File: config.mk
export PLATFORM = sky130hd
export DESIGN_NAME = button_events
export DESIGN_NICKNAME = d
export VERILOG_FILES = /design/src/rtl/btn_pkg.sv /design/src/rtl/btn_channel.sv /design/src/rtl/button_events.sv
export SDC_FILE = /design/constraint.sdc
export NUM_CORES = 1
export LEC_CHECK = 0
export BUFFER_PORTS_ARGS = -buffer_cell sky130_fd_sc_hd__buf_4
export CAP_MARGIN = 5
export CORE_MARGIN = 2
export CORE_UTILIZATION = 61
export DETAILED_ROUTE_END_ITERATION = 10
export GPL_TIMING_DRIVEN = 0
export PLACE_DENSITY = 0.91
export SYNTH_ARGS = -nofsm -noshare
export SYNTH_HDL_FRONTEND = slang
export SYNTH_SLANG_ARGS = --single-unit
File: constraint.sdc
create_clock -name clk -period 2.71 [get_ports clk]
set_input_delay 0.542 -clock clk [delete_from_list [all_inputs] [get_ports clk]]
set_output_delay 0.542 -clock clk [all_outputs]
set_load 0.01 [all_outputs]
File: src/rtl/btn_pkg.sv
// Shared types and helpers for the push-button event conditioner.
package btn_pkg;

    typedef enum logic [1:0] {
        IDLE    = 2'd0,
        PRESSED = 2'd1,
        HELD    = 2'd2
    } btn_state_t;

    // Width of a counter that must hold values 0..max_val inclusive.
    function automatic int cnt_w(input int max_val);
        return (max_val < 1) ? 1 : $clog2(max_val + 1);
    endfunction

endpackage

File: src/rtl/btn_channel.sv
// One button: 2-flop synchroniser, debounce filter, and press/release/long/repeat classifier.
// Input is already polarity-normalised (1 = pressed).
module btn_channel
    import btn_pkg::*;
#(
    parameter int DB_CYCLES     = 16,
    parameter int HOLD_CYCLES   = 1000,
    parameter int REPEAT_CYCLES = 250
) (
    input  logic clk,
    input  logic nRst,
    input  logic i_btn,
    input  logic i_repeat_en,
    output logic o_level,
    output logic o_press,
    output logic o_release,
    output logic o_long,
    output logic o_repeat
);

    localparam int DB_W   = cnt_w(DB_CYCLES);
    localparam int HOLD_W = cnt_w(HOLD_CYCLES);
    localparam int REP_W  = cnt_w(REPEAT_CYCLES);

    localparam logic [DB_W-1:0]   DB_LAST   = DB_W'(DB_CYCLES - 1);
    localparam logic [HOLD_W-1:0] HOLD_LAST = HOLD_W'(HOLD_CYCLES - 1);
    localparam logic [REP_W-1:0]  REP_LAST  = REP_W'(REPEAT_CYCLES - 1);

    logic              r_sync1;
    logic              r_sync2;
    logic              r_level;
    logic [DB_W-1:0]   r_db_cnt;
    btn_state_t        r_state;
    logic [HOLD_W-1:0] r_hold_cnt;
    logic [REP_W-1:0]  r_rep_cnt;
    logic              r_press;
    logic              r_release;
    logic              r_long;
    logic              r_repeat;

    logic              w_accept;
    btn_state_t        w_state_nxt;
    logic [HOLD_W-1:0] w_hold_nxt;
    logic [REP_W-1:0]  w_rep_nxt;
    logic              w_press_nxt;
    logic              w_release_nxt;
    logic              w_long_nxt;
    logic              w_repeat_nxt;

    // The level flips on this edge; the FSM uses it so pulses align with the new level.
    assign w_accept = (r_sync2 != r_level) && (r_db_cnt == DB_LAST);

    always_ff @(posedge clk) begin
        if (!nRst) begin
            r_sync1  <= 1'b0;
            r_sync2  <= 1'b0;
            r_level  <= 1'b0;
            r_db_cnt <= '0;
        end else begin
            r_sync1 <= i_btn;
            r_sync2 <= r_sync1;
            if (r_sync2 == r_level) begin
                r_db_cnt <= '0;
            end else if (w_accept) begin
                r_level  <= ~r_level;
                r_db_cnt <= '0;
            end else begin
                r_db_cnt <= r_db_cnt + DB_W'(1);
            end
        end
    end

    always_ff @(posedge clk) begin
        if (!nRst) begin
            r_state    <= IDLE;
            r_hold_cnt <= '0;
            r_rep_cnt  <= '0;
            r_press    <= 1'b0;
            r_release  <= 1'b0;
            r_long     <= 1'b0;
            r_repeat   <= 1'b0;
        end else begin
            r_state    <= w_state_nxt;
            r_hold_cnt <= w_hold_nxt;
            r_rep_cnt  <= w_rep_nxt;
            r_press    <= w_press_nxt;
            r_release  <= w_release_nxt;
            r_long     <= w_long_nxt;
            r_repeat   <= w_repeat_nxt;
        end
    end

    // Release acceptance is checked first so it overrides a coincident long or repeat.
    always_comb begin
        w_state_nxt   = r_state;
        w_hold_nxt    = r_hold_cnt;
        w_rep_nxt     = r_rep_cnt;
        w_press_nxt   = 1'b0;
        w_release_nxt = 1'b0;
        w_long_nxt    = 1'b0;
        w_repeat_nxt  = 1'b0;
        case (r_state)
            IDLE: begin
                if (w_accept) begin
                    w_press_nxt = 1'b1;
                    w_hold_nxt  = '0;
                    w_state_nxt = PRESSED;
                end
            end
            PRESSED: begin
                if (w_accept) begin
                    w_release_nxt = 1'b1;
                    w_hold_nxt    = '0;
                    w_rep_nxt     = '0;
                    w_state_nxt   = IDLE;
                end else if (r_hold_cnt == HOLD_LAST) begin
                    w_long_nxt  = 1'b1;
                    w_hold_nxt  = '0;
                    w_rep_nxt   = '0;
                    w_state_nxt = HELD;
                end else begin
                    w_hold_nxt = r_hold_cnt + HOLD_W'(1);
                end
            end
            HELD: begin
                if (w_accept) begin
                    w_release_nxt = 1'b1;
                    w_hold_nxt    = '0;
                    w_rep_nxt     = '0;
                    w_state_nxt   = IDLE;
                end else if (r_rep_cnt == REP_LAST) begin
                    w_rep_nxt    = '0;
                    w_repeat_nxt = i_repeat_en;
                end else begin
                    w_rep_nxt = r_rep_cnt + REP_W'(1);
                end
            end
            default: begin
                w_state_nxt = IDLE;
                w_hold_nxt  = '0;
                w_rep_nxt   = '0;
            end
        endcase
    end

    assign o_level   = r_level;
    assign o_press   = r_press;
    assign o_release = r_release;
    assign o_long    = r_long;
    assign o_repeat  = r_repeat;

endmodule

File: src/rtl/button_events.sv
// Multi-channel push-button conditioner: normalises pin polarity and fans out to
// one independent btn_channel per button.
module button_events
    import btn_pkg::*;
#(
    parameter int N_BTN         = 4,
    parameter int DB_CYCLES     = 16,
    parameter int HOLD_CYCLES   = 1000,
    parameter int REPEAT_CYCLES = 250,
    parameter bit ACTIVE_LOW    = 1'b1
) (
    input  logic             clk,
    input  logic             nRst,
    input  logic [N_BTN-1:0] btn_in,
    input  logic [N_BTN-1:0] repeat_en,
    output logic [N_BTN-1:0] level,
    output logic [N_BTN-1:0] press_pulse,
    output logic [N_BTN-1:0] release_pulse,
    output logic [N_BTN-1:0] long_pulse,
    output logic [N_BTN-1:0] repeat_pulse
);

    logic [N_BTN-1:0] w_pressed;

    assign w_pressed = ACTIVE_LOW ? ~btn_in : btn_in;

    for (genvar g = 0; g < N_BTN; g++) begin : g_ch
        btn_channel #(
            .DB_CYCLES    (DB_CYCLES),
            .HOLD_CYCLES  (HOLD_CYCLES),
            .REPEAT_CYCLES(REPEAT_CYCLES)
        ) u_ch (
            .clk        (clk),
            .nRst       (nRst),
            .i_btn      (w_pressed[g]),
            .i_repeat_en(repeat_en[g]),
            .o_level    (level[g]),
            .o_press    (press_pulse[g]),
            .o_release  (release_pulse[g]),
            .o_long     (long_pulse[g]),
            .o_repeat   (repeat_pulse[g])
        );
    end

endmodule

==> metrics.cfg <==
[hold_path]
holdPathStages=2
min_from=btn_in[2]
hold_end=g_ch[2].u_ch.r_sync1$_SDFF_PN0_
worst_hold_path_type=in2reg

[layout]
final_core_util_pct=71.4
fillers=698
antennaDiodeCount=0
nets=772
drive_gt1_share_pct=12.3
syn_to_final_growth_pct=15.3

[logic_synthesis]
avgSynthCellArea_sq_um=8.74
ys_ff_latch=128
synth_compound_gate_area_share_pct=10.2
synthAdderAreaFrac_pct=6.70
synth_edf_count=0
yosysTopAreaCellShare_pct=42.9
synth.largest_area_cell=dfxtp_1
synth_fp_nets=725
seq_area_frac_synth_pct=42.9
synth_simple_gate_area_share_pct=25.5
synthXorXnorAreaFrac_pct=7.73
yosysUniqueCellTypes=54
synth.area.mux_share_pct=1.36
synthArstFlopShare_pct=0
ys_top_cells_by_area=dfxtp_1, ha_1, nor2_1
synthCells=683
ys.warnings.count=0
synth_top_family_by_area=simple AND/OR/NAND/NOR gates
synthFlopType=dfxtp_1
netlist_area_sq_um=5970

[setup_path]
rr_worst_depth=8
crit_required_ns=3.16
cp_common_cell=ha_1
crit_chain=ha_1 > and3_1 > ha_1 > inv_1 > o221ai_2 > a211o_1 > or4_1 > a21oi_1
r2r_slack_ns=0.20
reg2reg_from=g_ch[2].u_ch.r_db_cnt[0]$_SDFF_PP0_
worstPathArrival_ns=2.95
critical_path_class=reg2reg
end_kind=flop
worst_r2r_endpoint=g_ch[2].u_ch.r_rep_cnt[5]$_SDFFE_PN0P_
worst_setup_path_start_kind=flop
path_max_fanout=7
critical-path-max-stage-delay_ns=0.48
worst_path_max_delay_cell=or4_1

[timing]
fin_hold_ws_ns=0.158
fin_tns_setup_ns=0
min_period_over_period_pct=92.5
tightestPinTransition_ns=0.757
timing.final.crit_period_ns=2.51
drv_slew=0
max_freq_mhz=399
rsz0062_at_grt=no
setup_ws_ns=0.204
setup_violations=0
hold_violations=0
relSlewSlack_pct=49.1
clock_skew_ns=0.00708

[floorplan]
die_y_um=103
die_area_sq_um=10600
initial_core_util_pct=62.0
core-area_sq_um=9640
num_io_pins=30
die_w_um=103
rows=36

[global_route]
grt_pass1_vias=4745
grt_overflow=0
grt_usage_pct=25.4
antenna_found_initial=0
grt_max_degree=17
grt_first_pass_wirelength_um=21000

[cts]
cts.repair.resized=0
post_cts_buffers=0
cts_buffer_depth=2
clk_pin_slew_ns=0.06
cts_buffers=17
clkLatencyLatePin_ns=0.53
cts_max_level=4
cts_tree=built
cts_hold_buf=0
cts_root_buf=clkbuf_8
cts.sinks=128

[place]
gp_congestion=0.844
dp_slack_ns=0.293
io_buffers=28
dp_hpwl_um=8720

[job]
maxCapViolCount=0

[power_and_ir_drop]
clock_power_share_pct=45.6
p_switching_uw=1150
totalPowerFinal_uw=4550
seq_power_share_pct=43.0
power_frac_comb_pct=11.3
swShare_pct=25.3
p_leak_uw=0.00261
intPower_uw=3400
ir_drop_mv=0.354
power_density_nw_per_um2=661

[routing]
via_per_inst=5.81
routedWlPerCell_um=15.1
ant_nets=0
vias=5076
drt_iter0_markers=284
drtPass1Iterations=6
drt_drc_violations_left=0
wl_um=13200

[outcome]
status=finished, final reports clean

-- layout make-up --
type                            instances  area, sq um  area share (%)
Inverter                               29          109            1.58
Clock buffer                           24          480            6.98
Clock inverter                          6         57.6           0.836
Tap cell                              133          166            2.42
Buffer                                 39          228            3.31
Sequential cell                       128         2560            37.2
Multi-Input combinational cell        487         3070            44.6
Timing Repair Buffer                   28          210            3.05
-- how the worst max path moves through the flow --
stage | start | to | slack (ns)
6_report | g_ch[2].u_ch.r_db_cnt[0]$_SDFF_PP0_ | g_ch[2].u_ch.r_rep_cnt[5]$_SDFFE_PN0P_ | 0.20
5_1_grt | g_ch[1].u_ch.r_db_cnt[0]$_SDFF_PP0_ | g_ch[1].u_ch.r_hold_cnt[1]$_SDFFE_PN0P_ | 0.1
4_1_cts | g_ch[2].u_ch.r_db_cnt[0]$_SDFF_PP0_ | g_ch[2].u_ch.r_rep_cnt[5]$_SDFFE_PN0P_ | 0.22
3_5_place_dp | g_ch[2].u_ch.r_db_cnt[0]$_SDFF_PP0_ | g_ch[2].u_ch.r_rep_cnt[5]$_SDFFE_PN0P_ | 0.29
3_3_place_gp | nRst | g_ch[1].u_ch.o_repeat$_SDFF_PP0_ | 0.34
2_1_floorplan | g_ch[2].u_ch.r_db_cnt[0]$_SDFF_PP0_ | g_ch[2].u_ch.r_rep_cnt[5]$_SDFFE_PN0P_ | 0.57
-- through the flow --
stage / instances / cell area, sq um
final: 874 / 6890
after floorplan: 683 / 5970
after global placement: 844 / 6350
after global routing: 874 / 6890
after detailed placement: 844 / 6350
after CTS: 874 / 6890
-- power by group through the flow --
stage | clock, uW | combinational (uW) | sequential, uW
5_1_grt | 2180 | 572 | 1960
2_1_floorplan | 0 | 383 | 1990
4_1_cts | 2090 | 511 | 1960
6_report | 2080 | 516 | 1960
3_5_place_dp | 0 | 501 | 2000
3_3_place_gp | 0 | 479 | 1990
-- synth_stat cells, drive strengths merged, types with 14 or more instances --
cell type and n:
dfxtp 128, nor2 98, nand2 54, a21oi 35
ha 32, xnor2 32, nand3 30, inv 29
buf 25, and3 23, xor2 19, o21ai 18
nand4 15, clkbuf 14
-- sequential cells by signal, summed over array words and instances, names as in the netlist --
register,cells
g_ch.u_ch.o_press,4
g_ch.u_ch.r_sync1,4
g_ch.u_ch.o_release,4
g_ch.u_ch.r_rep_cnt,32
g_ch.u_ch.o_level,4
g_ch.u_ch.o_repeat,4
g_ch.u_ch.o_long,4
g_ch.u_ch.r_state,8
g_ch.u_ch.r_sync2,4
g_ch.u_ch.r_db_cnt,20
g_ch.u_ch.r_hold_cnt,40
-- worst max-delay path: cells and delay by family (launching register included) --
family / cells / cell delay, ns
and+or+nand+nor: 2 / 0.67
buffers and inverters: 1 / 0.19
AOI/OAI and AO/OA: 3 / 0.79
DFF: 1 / 0.33
adders and majority gates: 2 / 0.46
-- routing by layer --
layer	vias to the layer above	global-route usage [%]	share of wire, %
met2	188	44.9	51
li1	2457	-	-
met3	43	6.37	5.4
met1	2388	29.1	41
met4	0	10.9	2.7
met5	-	0	0
-- cell usage in the layout (no fill, tap or decap), types with 6 or more instances in the layout --
| cell type | count |
|---|---|
| nand2_1 | 54 |
| mux2i_1 | 7 |
| xor2_1 | 19 |
| or3_1 | 11 |
| clkbuf_1 | 17 |
| and3_1 | 23 |
| buf_4 | 48 |
| dfxtp_1 | 128 |
| and2_1 | 6 |
| o22ai_1 | 10 |
| a21oi_1 | 35 |
| ha_1 | 32 |
| nand4b_1 | 7 |
| nand2b_1 | 6 |
| xnor2_1 | 30 |
| nand4_1 | 15 |
| nor3_1 | 12 |
| clkbuf_16 | 16 |
| o21ai_0 | 15 |
| and4_1 | 8 |
| inv_1 | 29 |
| nand3_1 | 30 |
| nor2_1 | 98 |
-- cells by family after synthesis --
group	Yosys count
simple gates	300
flops	128
compound gates	96
buf+inv	68
xor+xnor	51
fa+ha+maj	32
mux	8
Power figures use the tool's default switching activity.
